===== config.mk =====
export PLATFORM = sky130hd
export DESIGN_NAME = morphle_config_loader
export DESIGN_NICKNAME = d
export VERILOG_FILES = /design/src/rtl/morphle_pkg.sv /design/src/rtl/morphle_cfg_fifo.sv /design/src/rtl/morphle_config_loader.sv
export SDC_FILE = /design/constraint.sdc
export NUM_CORES = 1
export LEC_CHECK = 0
export ABC_AREA = 1
export CORE_ASPECT_RATIO = 1.4
export CORE_MARGIN = 3
export CORE_UTILIZATION = 29
export DETAILED_ROUTE_END_ITERATION = 12
export SETUP_SLACK_MARGIN = 0.2
export SYNTH_ARGS = -nofsm -noshare
export SYNTH_HDL_FRONTEND = slang
export SYNTH_SLANG_ARGS = --single-unit
export TNS_END_PERCENT = 30

===== constraint.sdc =====
create_clock -name wb_clk_i -period 3.5 [get_ports wb_clk_i]
set_input_delay 0.7 -clock wb_clk_i [delete_from_list [all_inputs] [get_ports wb_clk_i]]
set_output_delay 0.7 -clock wb_clk_i [all_outputs]
set_load 0.005 [all_outputs]

===== src/rtl/morphle_pkg.sv =====
// Shared definitions for the Morphle yblock configuration loader.
// Holds the Wishbone register addresses (adr[3:2]), CTRL/STATUS bit indices
// and the sequencer state encoding.
package morphle_pkg;

    // Register addresses, decoded from wbs_adr_i[3:2]
    localparam logic [1:0] ADR_CTRL   = 2'd0;
    localparam logic [1:0] ADR_STATUS = 2'd1;
    localparam logic [1:0] ADR_DATA   = 2'd2;
    localparam logic [1:0] ADR_COUNT  = 2'd3;

    // CTRL bits: blk_reset/irq_en are stored, start/abort/clr_flags are pulses
    localparam int CTRL_BLK_RESET = 0;
    localparam int CTRL_START     = 1;
    localparam int CTRL_ABORT     = 2;
    localparam int CTRL_CLR       = 3;
    localparam int CTRL_IRQ_EN    = 4;

    // STATUS bits
    localparam int ST_BUSY    = 0;
    localparam int ST_FULL    = 1;
    localparam int ST_EMPTY   = 2;
    localparam int ST_DONE    = 3;
    localparam int ST_OVF     = 4;
    localparam int ST_STARVED = 5;
    localparam int ST_LVL_LSB = 8;

    // Sequencer states
    localparam logic [1:0] S_IDLE  = 2'd0;
    localparam logic [1:0] S_WAIT  = 2'd1;
    localparam logic [1:0] S_SETUP = 2'd2;
    localparam logic [1:0] S_HIGH  = 2'd3;

endpackage


===== src/rtl/morphle_cfg_fifo.sv =====
// Synchronous column-word FIFO for the configuration loader.
// Ports:
//   i_clk, i_rst_n   clock and synchronous active-low reset
//   i_flush          empties the FIFO (wins over push/pop)
//   i_push, i_wdata  write one word; ignored when full
//   i_pop            drop the head word; ignored when empty
//   o_rdata          current head word (first-word fall-through)
//   o_full, o_empty, o_level  occupancy
module morphle_cfg_fifo #(
    parameter int WIDTH = 16,
    parameter int DEPTH = 4,
    localparam int AW   = $clog2(DEPTH)
) (
    input  logic             i_clk,
    input  logic             i_rst_n,
    input  logic             i_flush,
    input  logic             i_push,
    input  logic [WIDTH-1:0] i_wdata,
    input  logic             i_pop,
    output logic [WIDTH-1:0] o_rdata,
    output logic             o_full,
    output logic             o_empty,
    output logic [AW:0]      o_level
);

    logic [WIDTH-1:0] r_mem [DEPTH];
    logic [AW-1:0]    r_wr_ptr;
    logic [AW-1:0]    r_rd_ptr;
    logic [AW:0]      r_level;
    logic             w_do_push;
    logic             w_do_pop;

    assign o_full    = (r_level == (AW+1)'(DEPTH));
    assign o_empty   = (r_level == '0);
    assign o_level   = r_level;
    assign o_rdata   = r_mem[r_rd_ptr];
    assign w_do_push = i_push & ~o_full;
    assign w_do_pop  = i_pop & ~o_empty;

    // Storage needs no reset; occupancy is tracked by the pointers.
    always_ff @(posedge i_clk) begin
        if (w_do_push)
            r_mem[r_wr_ptr] <= i_wdata;
    end

    // DEPTH is a power of two, so the pointers wrap naturally.
    always_ff @(posedge i_clk) begin
        if (!i_rst_n || i_flush) begin
            r_wr_ptr <= '0;
            r_rd_ptr <= '0;
            r_level  <= '0;
        end else begin
            if (w_do_push) r_wr_ptr <= r_wr_ptr + 1'b1;
            if (w_do_pop)  r_rd_ptr <= r_rd_ptr + 1'b1;
            case ({w_do_push, w_do_pop})
                2'b10:   r_level <= r_level + 1'b1;
                2'b01:   r_level <= r_level - 1'b1;
                default: r_level <= r_level;
            endcase
        end
    end

endmodule


===== src/rtl/morphle_config_loader.sv =====
// Wishbone-slave sequencer that loads the configuration chain of a Morphle
// yblock. Software queues 16-bit column words; each word is presented on
// cbitin_o, followed by one confclk_o strobe (LOW_CYC low, HIGH_CYC high),
// and cbitout_i is captured for readback. CTRL bit0 drives blk_reset_o.
// Ports:
//   wb_clk_i, wb_rst_ni          clock, synchronous active-low reset
//   wbs_*                        Wishbone slave (single-cycle ack, no wait states)
//   blk_reset_o, confclk_o       yblock reset and configuration strobe
//   cbitin_o, cbitout_i          configuration column data in/out
//   irq_o                        level interrupt = done & irq_en
module morphle_config_loader
    import morphle_pkg::*;
#(
    parameter int BLOCKWIDTH = 16,
    parameter int FIFO_DEPTH = 4,
    parameter int LOW_CYC    = 2,
    parameter int HIGH_CYC   = 2
) (
    input  logic                  wb_clk_i,
    input  logic                  wb_rst_ni,
    input  logic                  wbs_stb_i,
    input  logic                  wbs_cyc_i,
    input  logic                  wbs_we_i,
    input  logic [3:0]            wbs_sel_i,
    input  logic [31:0]           wbs_dat_i,
    input  logic [31:0]           wbs_adr_i,
    output logic                  wbs_ack_o,
    output logic [31:0]           wbs_dat_o,
    output logic                  blk_reset_o,
    output logic                  confclk_o,
    output logic [BLOCKWIDTH-1:0] cbitin_o,
    input  logic [BLOCKWIDTH-1:0] cbitout_i,
    output logic                  irq_o
);

    localparam int LVL_W = $clog2(FIFO_DEPTH) + 1;
    localparam logic [7:0] LOW_LAST  = 8'(LOW_CYC - 1);
    localparam logic [7:0] HIGH_LAST = 8'(HIGH_CYC - 1);

    logic                  r_ack;
    logic [31:0]           r_dat;
    logic                  r_blk_reset;
    logic                  r_irq_en;
    logic                  r_done;
    logic                  r_ovf;
    logic                  r_starved;
    logic [15:0]           r_count;
    logic [BLOCKWIDTH-1:0] r_readback;
    logic [BLOCKWIDTH-1:0] r_cbitin;
    logic                  r_confclk;
    logic [1:0]            r_state;
    logic [7:0]            r_width_cnt;

    logic                  w_valid, w_acc, w_wr, w_rd;
    logic [1:0]            w_reg;
    logic                  w_ctrl_wr, w_start, w_abort, w_clr, w_start_ok;
    logic                  w_push, w_pop, w_count_wr, w_busy, w_high_last;
    logic [BLOCKWIDTH-1:0] w_fifo_head;
    logic                  w_fifo_full, w_fifo_empty;
    logic [LVL_W-1:0]      w_fifo_level;
    logic [31:0]           w_status;
    logic [31:0]           w_rdata;
    logic                  w_unused;

    assign w_unused = ^{wbs_adr_i[31:4], wbs_adr_i[1:0], wbs_sel_i[3:2], wbs_dat_i[31:16]};

    // A transfer is accepted on the edge that raises ack.
    assign w_valid = wbs_cyc_i & wbs_stb_i;
    assign w_acc   = w_valid & ~r_ack;
    assign w_wr    = w_acc & wbs_we_i;
    assign w_rd    = w_acc & ~wbs_we_i;
    assign w_reg   = wbs_adr_i[3:2];

    assign w_busy      = (r_state != S_IDLE);
    assign w_ctrl_wr   = w_wr & (w_reg == ADR_CTRL) & wbs_sel_i[0];
    assign w_start     = w_ctrl_wr & wbs_dat_i[CTRL_START];
    assign w_abort     = w_ctrl_wr & wbs_dat_i[CTRL_ABORT];
    assign w_clr       = w_ctrl_wr & wbs_dat_i[CTRL_CLR];
    assign w_start_ok  = w_start & ~w_busy & (r_count != 16'd0) & ~r_blk_reset;
    assign w_push      = w_wr & (w_reg == ADR_DATA);
    assign w_count_wr  = w_wr & (w_reg == ADR_COUNT) & ~w_busy;
    assign w_high_last = (r_state == S_HIGH) && (r_width_cnt == HIGH_LAST);
    assign w_pop       = w_high_last & ~w_abort;

    morphle_cfg_fifo #(
        .WIDTH (BLOCKWIDTH),
        .DEPTH (FIFO_DEPTH)
    ) u_fifo (
        .i_clk   (wb_clk_i),
        .i_rst_n (wb_rst_ni),
        .i_flush (w_abort),
        .i_push  (w_push),
        .i_wdata (wbs_dat_i[BLOCKWIDTH-1:0]),
        .i_pop   (w_pop),
        .o_rdata (w_fifo_head),
        .o_full  (w_fifo_full),
        .o_empty (w_fifo_empty),
        .o_level (w_fifo_level)
    );

    always_comb begin
        w_status                            = '0;
        w_status[ST_BUSY]                   = w_busy;
        w_status[ST_FULL]                   = w_fifo_full;
        w_status[ST_EMPTY]                  = w_fifo_empty;
        w_status[ST_DONE]                   = r_done;
        w_status[ST_OVF]                    = r_ovf;
        w_status[ST_STARVED]                = r_starved;
        w_status[ST_LVL_LSB +: LVL_W]       = w_fifo_level;
    end

    always_comb begin
        w_rdata = '0;
        case (w_reg)
            ADR_CTRL: begin
                w_rdata[CTRL_BLK_RESET] = r_blk_reset;
                w_rdata[CTRL_IRQ_EN]    = r_irq_en;
            end
            ADR_STATUS: w_rdata = w_status;
            ADR_DATA:   w_rdata[BLOCKWIDTH-1:0] = r_readback;
            default:    w_rdata[15:0] = r_count;
        endcase
    end

    always_ff @(posedge wb_clk_i) begin
        if (!wb_rst_ni) begin
            r_ack       <= 1'b0;
            r_dat       <= '0;
            r_blk_reset <= 1'b1;
            r_irq_en    <= 1'b0;
            r_done      <= 1'b0;
            r_ovf       <= 1'b0;
            r_starved   <= 1'b0;
            r_count     <= '0;
            r_readback  <= '0;
            r_cbitin    <= '0;
            r_confclk   <= 1'b0;
            r_state     <= S_IDLE;
            r_width_cnt <= '0;
        end else begin
            r_ack <= w_valid & ~r_ack;
            if (w_rd)
                r_dat <= w_rdata;
            if (w_ctrl_wr) begin
                r_blk_reset <= wbs_dat_i[CTRL_BLK_RESET];
                r_irq_en    <= wbs_dat_i[CTRL_IRQ_EN];
            end
            // Flag clear comes first so a same-cycle set event below wins.
            if (w_clr) begin
                r_done    <= 1'b0;
                r_ovf     <= 1'b0;
                r_starved <= 1'b0;
            end
            if (w_push && w_fifo_full)
                r_ovf <= 1'b1;
            if (w_count_wr) begin
                if (wbs_sel_i[0]) r_count[7:0]  <= wbs_dat_i[7:0];
                if (wbs_sel_i[1]) r_count[15:8] <= wbs_dat_i[15:8];
            end

            if (w_abort) begin
                r_state     <= S_IDLE;
                r_confclk   <= 1'b0;
                r_count     <= '0;
                r_width_cnt <= '0;
            end else begin
                case (r_state)
                    S_IDLE: begin
                        if (w_start_ok) begin
                            r_state <= S_WAIT;
                            r_done  <= 1'b0;
                        end
                    end
                    S_WAIT: begin
                        if (w_fifo_empty) begin
                            r_starved <= 1'b1;
                        end else begin
                            r_cbitin    <= w_fifo_head;
                            r_width_cnt <= '0;
                            r_state     <= S_SETUP;
                        end
                    end
                    S_SETUP: begin
                        if (r_width_cnt == LOW_LAST) begin
                            r_width_cnt <= '0;
                            r_confclk   <= 1'b1;
                            r_state     <= S_HIGH;
                        end else begin
                            r_width_cnt <= r_width_cnt + 8'd1;
                        end
                    end
                    default: begin
                        if (w_high_last) begin
                            r_confclk   <= 1'b0;
                            r_readback  <= cbitout_i;
                            r_count     <= r_count - 16'd1;
                            r_width_cnt <= '0;
                            if (r_count == 16'd1) begin
                                r_done  <= 1'b1;
                                r_state <= S_IDLE;
                            end else begin
                                r_state <= S_WAIT;
                            end
                        end else begin
                            r_width_cnt <= r_width_cnt + 8'd1;
                        end
                    end
                endcase
            end
        end
    end

    assign wbs_ack_o   = r_ack;
    assign wbs_dat_o   = r_dat;
    assign blk_reset_o = r_blk_reset;
    assign confclk_o   = r_confclk;
    assign cbitin_o    = r_cbitin;
    assign irq_o       = r_done & r_irq_en;

endmodule


; After elaboration in Yosys (flattened, before gate mapping)
; Memory sizes are Yosys's and may differ from the RTL's. A register that Yosys moved wholly into a read port is not among the register bits.
; Cells that the tools add are included.
[totals]
word_cells = 126
ff_bits = 72
output_inout_bits = 52
ramBits = 64
memories = 1
inputBits = 89
[op_classes]
eq_ne = 14
bitwise_logic = 30
n_mux = 37
add_sub_neg = 6
n_reduce_logical = 23
[mem_list]
columns = memory, depth, word_bits, read_ports, rd_clocked_by_memory_dff, write_ports, line
row1 = u_fifo.r_mem, 4, 16, 1, 1, 1, morphle_cfg_fifo.sv:26  ; logic [WIDTH-1:0] r_mem [DEPTH];
[op_table]
columns = cell, n
row1 = $mux 16, 3
row2 = $mux 8, 5
row3 = $pmux 11 s3, 1
row4 = $pmux 8 s3, 1
row5 = $and 1x1->1, 19
row6 = $eq 16x1->1 const B, 1
row7 = $mux 1, 16
row8 = $reduce_bool 16->1, 1
row9 = $sub 16x1->16 const B, 1
row10 = $not 1->1, 11
row11 = $eq 2x2->1 const B, 5
row12 = $pmux 3 s3, 1
row13 = $reduce_and 3->1, 3
row14 = $add 8x1->8 const B, 1
row15 = $eq 8x1->1 const B, 1
row16 = $mux 2, 4
row17 = $reduce_bool 2->1, 4
row18 = $eq 2x1->1 const B, 3
row19 = $ne 2x2->1 const B, 3
row20 = $pmux 1 s3, 2
row21 = $pmux 2 s3, 1
row22 = $pmux 3 s2, 1
row23 = $reduce_or 2->1, 3
row24 = $add 2x1->2 const B, 2
row25 = other kinds (13), 17

; Logic depth before layout (Yosys ltp)
; Gate-level depths: netlist (run 1).
[depth]
ltp_word = 12
depth_mapped = 15
ltp_nobuf = 15

; Modules after synthesis
; Synthesis (run 1) repeated with hierarchy kept, for this count alone.
[hier_totals]
hier_cells = 807
hier_area_um2 = 6965.4
[modules_own_cells]
columns = module, instances, cells_each, area_per_inst_um2, seq_area_each_um2
row1 = morphle_config_loader, 1, 580, 4106.4, 1621.6
row2 = morphle_cfg_fifo, 1, 227, 2859.0, 2102.0

; Least setup slack after synthesis (run 1)
; OpenSTA, ideal clock, no wires.
[synth_path]
path_kind = input to register
start = input wbs_cyc_i
end = memory u_fifo.r_mem[0][0], enable pin
path_stages = 6
t_required_ns = 3.111
arrival_time_ns = 2.001
setup_time_ns = 0.389
n_path_buf = 0
path_slack_ns = 1.111
path_cell_list = nand3_1 > nor2_4 > nand2_1 > nor2_1 > inv_2 > nor2_1
[synth_via]
elab_chain_cells = 7
[synth_lines]
columns = element, line
row1 = from (decl), morphle_config_loader.sv:22  ; input logic wbs_cyc_i,
row2 = $and 1x1->1, morphle_config_loader.sv:68  ; assign w_valid = wbs_cyc_i & wbs_stb_i;
row3 = $and 1x1->1, morphle_config_loader.sv:69  ; assign w_acc = w_valid & ~r_ack;
row4 = $and 1x1->1, morphle_config_loader.sv:70  ; assign w_wr = w_acc & wbs_we_i;
row5 = $and 1x1->1, morphle_config_loader.sv:80  ; assign w_push = w_wr & (w_reg == ADR_DATA);
row6 = $and 1x1->1, morphle_cfg_fifo.sv:37  ; assign w_do_push = i_push & ~o_full;
row7 = $mux 1, morphle_cfg_fifo.sv:42  ; if (w_do_push)
row8 = $mux 1 (not written as such), morphle_cfg_fifo.sv:43  ; r_mem[r_wr_ptr] <= i_wdata;
row9 = to (decl), morphle_cfg_fifo.sv:26
; Every way passes these cells.

; Worst setup path in the final report (run 1)
[layout_path]
start = input wbs_stb_i
end = register u_fifo.r_level[1], in the netlist u_fifo.o_level[1]
[layout_via]
elab_chain_cells = 11
elab_cells_between_ends = 16
cone_classes = eq/ne (2) / mux (1) / bitwise (11) / reduce/logical (2)
[layout_lines]
columns = element, line
row1 = from (decl), morphle_config_loader.sv:21  ; input logic wbs_stb_i,
row2 = $and 1x1->1 *, morphle_config_loader.sv:68
row3 = $and 1x1->1 *, morphle_config_loader.sv:69
row4 = $and 1x1->1 *, morphle_config_loader.sv:70
row5 = $and 1x1->1 (2 in a row), morphle_config_loader.sv:75  ; assign w_ctrl_wr = w_wr & (w_reg == ADR_CTRL) & wbs_sel_i[0];
row6 = $and 1x1->1, morphle_config_loader.sv:77  ; assign w_abort = w_ctrl_wr & wbs_dat_i[CTRL_ABORT];
row7 = $not 1->1 (no line), --
row8 = $and 1x1->1, morphle_config_loader.sv:83  ; assign w_pop = w_high_last & ~w_abort;
row9 = $and 1x1->1, morphle_cfg_fifo.sv:38  ; assign w_do_pop = i_pop & ~o_empty;
row10 = $eq 2x1->1 / $eq 2x2->1 (equally long branches), morphle_cfg_fifo.sv:55  ; case ({w_do_push, w_do_pop})
row11 = $pmux 3 s2 / $reduce_bool 2->1 (equally long branches), --
row12 = to (signal assigned), morphle_cfg_fifo.sv:56  ; 2'b10: r_level <= r_level + 1'b1;
row13 = to (signal assigned), morphle_cfg_fifo.sv:57  ; 2'b01: r_level <= r_level - 1'b1;
row14 = to (signal assigned), morphle_cfg_fifo.sv:58  ; default: r_level <= r_level;
row15 = to (decl), morphle_cfg_fifo.sv:29  ; logic [AW:0] r_level;
; Mark *: on every way between the ends. The rest lies on a longest branch, timed or not.
; A chain may end at the register's enable or synchronous reset.

==> flow_summary.toml, run 1 <==
[global_route]
grt_pass1_wl_um = 27500
grt_overflow_total = 0
grt_pass1_vias = 5308
grt_usage = 0.136
antenna_found_initial = 0
grt_max_degree = 36

[logic_synthesis]
ys_ff_latch = 152
yosys_warnings = 0
synthesis.area_mm2 = 0.00699
synth_cell_types = 46
postSynthCellCount = 793
syn_area_per_cell_um2 = 8.81
ys_seq_area_frac = 0.527

[place]
hpwl_um = 12300
portBuffers = 76
gp_congestion = 0.852

[power]
power_frac_comb = 0.107
ir_drop_mv = 0.365
power_density_mw_per_mm2 = 483
p_switching_w = 0.00102
pwr-share-seq = 0.463
p_clk_frac = 0.431
swShare = 0.246
leakagePower_nw = 3.17
internal-power_w = 0.00312

[layout]
fin_util = 0.365
layout-drive-gt1-share = 0.0795
fill_cells = 2418
syn_to_final_growth_pct = 22.5
insertedDiodeCount = 0
layout.nets = 972

[worst_setup_path]
r2r_start = "r_width_cnt[0]$_SDFFE_PP0P_"
setup.worst_path.class = "primary input to flop"
r2r_slack_ps = 1140
reg2reg_to = "u_fifo.o_level[2]$_SDFFE_PP0P_"
crit_path_end_kind = "flop"
startpoint_type = "primary input"
crit_fanout = 8
worstPathArrival_ps = 2910
cp.required_ps = 3860
r2r_cells = 15

[floorplan]
dieArea_mm2 = 0.0260
die_h_um = 190
rows = 66
start_util = 0.298
core_area_mm2 = 0.0235
fp.dieW_um = 137
io_pins = 141

[clock_tree]
cts_num_sinks = 152
cts-buffers-inserted = 17
clockBufferDepth = 2
cts_setup_buffers = 0
clkLatencyLatePin_ps = 420
path_clk_slew_ps = 60
cts_tree = "yes"
cts_hold_buf = 0
cts_root_buf = "clkbuf_16"
cts_resized = 0
cts_max_level = 4

[sta]
fin_crit_ps = 2550
worstMarginPinSlew_ps = 1100
final_max_slew_viol_count = 0
skew_ps = 10.1
setup_viol = 0
slew_headroom = 0.266
rsz0062_at_grt = "false"
fmax_ghz = 0.392
final.setup.tns_ps = 0
hold_viol = 0
fin_crit_sh = 0.728

[drt]
drtIter0Drc = 340
ant_nets = 0
finalWirelength_um = 17300
wl_per_cell_um = 14.6
avgViaCountPerCell = 4.65
num_vias = 5514
first_pass_iters = 5
drcViolationCount = 0

[worst_hold_path]
hold_end = "confclk_o$_SDFFE_PP0P_"
hp-start = "confclk_o$_SDFFE_PP0P_"
hold-path-cell-count = 2
hold_path_class = "flop to flop"

[job]
drv_cap = 0

[run_status]
status = "complete, no violations"
[critical path, stage by stage]
cell and delay (ps):
clkdlybuf4s50_1 490, nand3_1 160, nor2_4 240, nand2_1 80, nor2_1 190, inv_2 110, ha_1 200, inv_1 100
fa_1 410, nor2_1 90, a21oi_1 50, nor2_1 90
[layout by cell type, fill, tap and decap left out, types with 8 or more instances in the layout]
cell type / instances
nand2_1: 86
o22ai_1: 18
buf_4: 13
clkbuf_16: 17
nor2_1: 145
clkdlybuf4s50_1: 75
a21oi_1: 55
inv_1: 72
nand3_1: 22
a221oi_1: 8
ha_1: 14
o21ai_0: 94
mux2i_1: 16
edfxtp_1: 64
dfxtp_1: 88
conb_1: 16
[sequential cells by signal, summed over array words and instances (netlist names)]
register         flops
u_fifo.r_mem        64
cbitin_o            16
r_count             16
r_readback          16
wbs_dat_o           16
r_width_cnt          8
u_fifo.o_level       3
r_state              2
u_fifo.r_rd_ptr      2
u_fifo.r_wr_ptr      2
blk_reset_o          1
confclk_o            1
r_done               1
r_irq_en             1
r_ovf                1
r_starved            1
wbs_ack_o            1
[synth_stat cells, drive strengths merged]
cell type	n	area, um^2
a211oi	2	15.0
a21oi	55	275
a221oi	8	70.1
a22o	1	8.76
a31oi	2	12.5
a41oi	2	17.5
buf	34	238
clkbuf	14	55.1
clkinv	2	8.75
conb	1	3.75
dfxtp	88	1760
edfxtp	64	1920
fa	1	20.0
ha	14	175
inv	78	295
mux2i	16	160
nand2	93	390
nand3	23	120
nand4	4	46.3
nor2	152	608
nor3	4	20.0
nor4	1	6.26
o211ai	6	45.0
o21a	1	7.51
o21ai	97	493
o221ai	2	17.5
o22ai	18	113
or2	3	18.8
xor2	7	61.3
[power by group through the flow]
stage / Clock [W] / Sequential [W] / Combinational, W
after detailed placement: 0 / 0.00195 / 0.000441
after CTS: 0.00182 / 0.00191 / 0.000443
final: 0.00178 / 0.00191 / 0.000441
after global routing: 0.00191 / 0.00192 / 0.000500
after floorplan: 0 / 0.00194 / 0.000297
after global placement: 0 / 0.00195 / 0.000436
[metrics by stage]
stage / setup WS, ps / area (um^2) / total power (W) / cells / hold slack (ps)
2_1_floorplan: 1110 / 7040 / 0.00224 / 808 / 439
3_3_place_gp: 541 / 7990 / 0.00239 / 1155 / 436
3_5_place_dp: 540 / 7990 / 0.00239 / 1155 / 438
4_1_cts: 969 / 8560 / 0.00417 / 1187 / 448
5_1_grt: 733 / 8560 / 0.00433 / 1187 / 486
6_report: 951 / 8560 / 0.00414 / 1187 / 445
[cell type report]
| cell class | instances | area [um^2] | share of cell area |
|---|---|---|---|
| sequential | 152 | 3680 | 0.431 |
| multi-input combinational | 528 | 2760 | 0.323 |
| timing repair buffer | 89 | 853 | 0.0997 |
| clock buffer | 20 | 447 | 0.0522 |
| tap | 306 | 383 | 0.0447 |
| inverter | 80 | 304 | 0.0355 |
| clock inverter | 12 | 124 | 0.0145 |
[per-layer routing]
layer / part of all wire / wire [um] / global-route usage
met5: 0 / 0 / 0
met4: 0.024 / 420 / 0.0522
met2: 0.49 / 8530 / 0.227
met1: 0.44 / 7680 / 0.170
met3: 0.041 / 712 / 0.0307
[worst max path at each step]
stage | from | end | cells after the start
2_1_floorplan | wbs_cyc_i | u_fifo.r_mem[0][0]$_DFFE_PP_ | 6
3_3_place_gp | wbs_cyc_i | u_fifo.o_level[1]$_SDFFE_PP0P_ | 12
3_5_place_dp | wbs_cyc_i | u_fifo.o_level[1]$_SDFFE_PP0P_ | 12
4_1_cts | wbs_stb_i | u_fifo.o_level[1]$_SDFFE_PP0P_ | 12
5_1_grt | wbs_stb_i | u_fifo.o_level[1]$_SDFFE_PP0P_ | 12
6_report | wbs_stb_i | u_fifo.o_level[1]$_SDFFE_PP0P_ | 12
[logic make-up (layout without fill, tap and decap cells)]
kind of cell	after synthesis	in the layout	share of synthesized area
xor gates and xnor gates	7	7	0.00878
AOI/OAI and AO/OA	194	194	0.154
buffers and inverters	128	201	0.0854
muxes	16	16	0.0229
DFF	152	152	0.527
and+or+nand+nor	280	280	0.173
adders and majority gates	15	15	0.0279
other	1	16	0.000537
Power figures use the tool's default switching activity.
==> run 2: changes to the inputs <==
==> constraint.sdc (replaced) <==
create_clock -name wb_clk_i -period 2.35 [get_ports wb_clk_i]
set_input_delay 0.47 -clock wb_clk_i [delete_from_list [all_inputs] [get_ports wb_clk_i]]
set_output_delay 0.47 -clock wb_clk_i [all_outputs]
set_load 0.005 [all_outputs]
==> run 2 against run 1 <==
Against the previous run: combinational power increased by 71%; die area unchanged; flip-flop and latch count unchanged; global-route usage increased by 0.34 points; sequential share of layout area decreased by 2.1 points; register-to-register slack got worse by 870 ps; first-iteration DRC count decreased by 32%; core utilization increased by 2.0 points.
==> flow_summary.toml, run 2 (synthesized netlist as in run 1, its figures left out) <==
[layout]
multi_input_area_mm2 = 0.00284
final_cell_mix = "142 x nor2_1, 93 x o21ai_0, 85 x dfxtp_1"
top_register = "u_fifo.r_mem"
fill_cells = 2357
insertedDiodeCount = 0
layout-drive-gt1-share = 0.137
syn_to_final_growth_pct = 29.1
final_common_cell = "nor2_1"
layout.nets = 1010
fin_cells = 1225
register_area_mm2 = 0.00369
largest_register_ffs = 64
fin_util = 0.384

[place]
hpwl_um = 13000
gp_congestion = 0.894
portBuffers = 76
dp.cells = 1187

[global_route]
grt_pass1_vias = 5398
grt_overflow_total = 0
antenna_found_initial = 0
grt_pass1_wl_um = 28200
grt_max_degree = 33
grt_usage = 0.139

[clock_tree]
cts_num_sinks = 152
cts-buffers-inserted = 17
cts_tree = "yes"
clkLatencyLatePin_ps = 420
path_clk_slew_ps = 60
cts_hold_buf = 0
clockBufferDepth = 2
cts_root_buf = "clkbuf_16"
cts_max_level = 4

[drt]
ant_nets = 0
num_vias = 5660
wl_met1_um = 7730
wl_met3_um = 663
finalWirelength_um = 17700
first_pass_iters = 5
drtIter0Drc = 230
wl_met2_um = 9010
top_layer = "met4"
drcViolationCount = 0
wl_per_cell_um = 14.5
avgViaCountPerCell = 4.62

[worst_setup_path]
worstPathArrival_ps = 2440
slowest_stage = "fa_2"
worstSetupStartpoint = "r_width_cnt[1]$_SDFFE_PP0P_"
critPathBufInv = 4
startpoint_type = "flop"
crit_fanout = 4
cp_common_cell = "inv_4"
r2r_start = "r_width_cnt[1]$_SDFFE_PP0P_"
crit_path_end_kind = "flop"
setup.worst_path.class = "flop to flop"
worstPathCellList = "inv_2, ha_4, nand2_4, nor2_4, nand2_4, inv_4, nand3_4, inv_4, ha_4, inv_4, fa_2, a21oi_2, o21ai_1, xor2_1, nor2_1"
cp.required_ps = 2710
crit_family = "adder cells"
critical-path-max-stage-delay_ps = 390

[sta]
fin_crit_ps = 2080
fin_crit_sh = 0.885
worstMarginPinSlew_ps = 586
rsz0062_at_grt = "true"
fmax_ghz = 0.481
setup_viol = 0
hold_viol = 0
slew_headroom = 0.607
final_max_slew_viol_count = 0
skew_ps = 9.74

[power]
power_density_mw_per_mm2 = 704
ir_drop_mv = 0.494
leakagePower_nw = 3.44

[floorplan]
core_area_mm2 = 0.0235
start_util = 0.298
fp.dieW_um = 137
rows = 66
io_pins = 141
dieArea_mm2 = 0.0260
die_h_um = 190

[run_status]
status = "complete, no violations"

[worst_hold_path]
hold_path_class = "flop to flop"
hp-start = "confclk_o$_SDFFE_PP0P_"

[job]
drv_cap = 0
-- run 2: power by group --
group / total, W / leakage, nW / switching [W] / internal, W
Clock: 0.00274 / 0.298 / 0.00110 / 0.00163
Combinational: 0.000755 / 1.86 / 0.000445 / 0.000310
Sequential: 0.00286 / 1.29 / 0.0000497 / 0.00281
-- run 2: worst min-delay path: cells and delay by family (launching register included) --
family	cells	cell delay, ps
buffers and inverters	1	50
AOI/OAI and AO/OA	1	60
DFF	1	310
-- run 2: layer usage --
metal | vias to the layer above | track usage
met3 | 22 | 0.0251
li1 | 2871 | -
met2 | 139 | 0.241
met1 | 2628 | 0.170
met4 | 0 | 0.0541
met5 | - | 0
-- run 2: through the flow --
step / total power (W) / setup WS [ps] / TNS, ps / hold slack [ps] / cell area (um^2)
floorplan: 0.00334 / 191 / 0 / 439 / 7040
global placement: 0.00360 / -199 / -4080 / 448 / 8290
detailed placement: 0.00361 / -244 / -6290 / 464 / 8290
CTS: 0.00636 / 189 / 0 / 474 / 8890
global route: 0.00661 / 131 / 0 / 496 / 9020
finish: 0.00635 / 271 / 0 / 472 / 9020
-- run 2: final timing paths --
| path | endpoint | slack, ps | cells past startpoint |
|---|---|---|---|
| min reg2reg | confclk_o$_SDFFE_PP0P_ | 470 | 2 |
| max reg2reg | u_fifo.o_level[2]$_SDFFE_PP0P_ | 270 | 15 |
| max | u_fifo.o_level[2]$_SDFFE_PP0P_ | 270 | 15 |
| min | confclk_o$_SDFFE_PP0P_ | 470 | 2 |
-- run 2: layout make-up --
class                      instances  area share
timing repair buffer             127       0.134
clock inverter                    13      0.0154
inverter                          80      0.0344
clock buffer                      19      0.0502
tap                              306      0.0425
multi-input combinational        528       0.314
sequential                       152       0.409
-- run 2: timing repair --
item / in CTS / in global routing
pin swaps: 2 / 9
cloned: 0 / 0
resized for setup: 4 / 26
setup buffers: 1 / 5
endpoints found under the setup margin: 1 / 10
==> run 3: changes to the inputs <==
==> constraint.sdc (replaced) <==
create_clock -name wb_clk_i -period 2.5 [get_ports wb_clk_i]
set_input_delay 0.5 -clock wb_clk_i [delete_from_list [all_inputs] [get_ports wb_clk_i]]
set_output_delay 0.5 -clock wb_clk_i [all_outputs]
set_load 0.005 [all_outputs]
==> run 3 against run 2 <==
Against the previous run: combinational power shrank 12%; largest power group unchanged; core utilization decreased by 0.61 points; register-to-register slack gained 130 ps; clock power fell by 4%; total power decreased by 6.0%; largest cell class unchanged; first-iteration DRC count rose by 69%; global-route usage increased by 0.10 points; die area is the same; sequential share of layout area up 0.62 points; final area decreased by 1.6%; routed wire length is 0.91% lower.
==> flow_summary.toml, run 3 (synthesized netlist as in run 1, its figures left out) <==
[run_status]
status = "complete, no violations"

[worst_hold_path]
hold_path_class = "flop to flop"
hold-path-cell-count = 2

[sta]
hold_viol = 0
setup_viol = 0
final_max_slew_viol_count = 0
fmax_ghz = 0.472
slew_headroom = 0.603
final.setup.tns_ps = 0
worstMarginPinSlew_ps = 592
whs_ps = 445
skew_ps = 13.2
rsz0062_at_grt = "false"
fin_crit_ps = 2120
fin_crit_sh = 0.847

[floorplan]
io_pins = 141
fp.dieW_um = 137
rows = 66
dieArea_mm2 = 0.0260
die_h_um = 190
start_util = 0.298
core_area_mm2 = 0.0235

[clock_tree]
cts_hold_buf = 0
cts_max_level = 4
path_clk_slew_ps = 60
clkLatencyLatePin_ps = 430
clockBufferDepth = 2
cts_root_buf = "clkbuf_16"
cts-buffers-inserted = 17
cts_tree = "yes"
cts_num_sinks = 152

[drt]
num_vias = 5662
wl_per_cell_um = 14.5
avgViaCountPerCell = 4.67
ant_nets = 0
finalWirelength_um = 17600
drtIter0Drc = 389
drcViolationCount = 0
first_pass_iters = 5

[layout]
final_common_cell = "nor2_1"
fin_util = 0.378
final_area_mm2 = 0.00887
layout-drive-gt1-share = 0.110
largest_register_ffs = 64
top_register = "u_fifo.r_mem"
fill_cells = 2393
layout.nets = 998
syn_to_final_growth_pct = 27.0
fin_cells = 1213
insertedDiodeCount = 0
final_cell_mix = "145 x nor2_1, 93 x o21ai_0, 86 x dfxtp_1"

[worst_setup_path]
slowest_stage = "clkdlybuf4s50_1"
cp.required_ps = 2860
worstPathCellList = "clkdlybuf4s50_1, nor2_2, nand2_2, nor2_4, nand2_4, nand3_2, inv_2, ha_1, inv_1, fa_1, a21oi_1, o21ai_1, xor2_1, nor2_1"
crit_family = "buffers and inverters"
setup.worst_path.class = "primary input to flop"
r2r_cells = 15
critical-path-max-stage-delay_ps = 510
startpoint_type = "primary input"
critPathBufInv = 3
worstPathArrival_ps = 2470
crit_fanout = 2
crit_path_end_kind = "flop"
path_depth = 14

[place]
placed_area_mm2 = 0.00826
gp_congestion = 0.857
portBuffers = 76
dp.cells = 1180
hpwl_um = 12600

[global_route]
grt_usage = 0.140
grt_overflow_total = 0
grt_pass1_wl_um = 28200
grt_max_degree = 35
grt_pass1_vias = 5403
antenna_found_initial = 0

[power]
leakagePower_nw = 3.34
ir_drop_mv = 0.484
power_density_mw_per_mm2 = 673

[job]
drv_cap = 0
run 3: cell count changes in the layout (fill, tap and decap cells not counted), sizes merged:
| cell | before | now |
|---|---|---|
| clkbuf | 19 | 18 |
| clkdlybuf4s50 | 73 | 75 |
| bufinv | 2 | 3 |
| buf | 52 | 40 |
| inv | 84 | 82 |
| clkinvlp | 0 | 2 |
| dlymetal6s2s | 2 | 0 |
run 3: path summary, 6_finish.rpt:
path	slack, ps	startpoint	endpoint
min reg2reg	450	confclk_o$_SDFFE_PP0P_	confclk_o$_SDFFE_PP0P_
max reg2reg	400	r_width_cnt[1]$_SDFFE_PP0P_	u_fifo.o_level[2]$_SDFFE_PP0P_
max	380	wbs_adr_i[3]	u_fifo.o_level[2]$_SDFFE_PP0P_
min	450	confclk_o$_SDFFE_PP0P_	confclk_o$_SDFFE_PP0P_
run 3: per-layer routing:
layer,GRT usage,part of all wire,vias to the layer above
met5,0,0,-
met4,0.0538,0.020,0
met3,0.0299,0.041,19
met2,0.236,0.49,153
met1,0.175,0.45,2643
li1,-,-,2847
run 3: what timing repair did:
| action | CTS | global route |
|---|---|---|
| buffers inserted | 0 | 1 |
| gates resized for setup | 0 | 4 |
| endpoints found under the setup margin | 0 | 1 |
run 3: tightest hold or removal path, stage by stage (launching register included):
cell,delay [ps]
dfxtp_1,310
inv_1,40
a21oi_1,50
run 3: cell type report:
type | count | area [um^2] | area share
clock buffer | 18 | 429 | 0.0484
timing repair buffer | 115 | 1140 | 0.128
multi-input combinational | 528 | 2760 | 0.311
tap | 306 | 383 | 0.0431
clock inverter | 14 | 171 | 0.0193
sequential | 152 | 3690 | 0.415
inverter | 80 | 304 | 0.0343
run 3: per-stage QoR:
step                worst slack [ps]  power (W)
global placement               -79.1    0.00338
CTS                              243    0.00602
floorplan                        311    0.00314
detailed placement             -76.1    0.00338
finish                           382    0.00597
global route                     208    0.00623
run 3: power by group:
| part | internal [W] | switching (W) |
|---|---|---|
| Combinational | 0.000265 | 0.000398 |
| Clock | 0.00158 | 0.00105 |
| Sequential | 0.00264 | 0.0000433 |
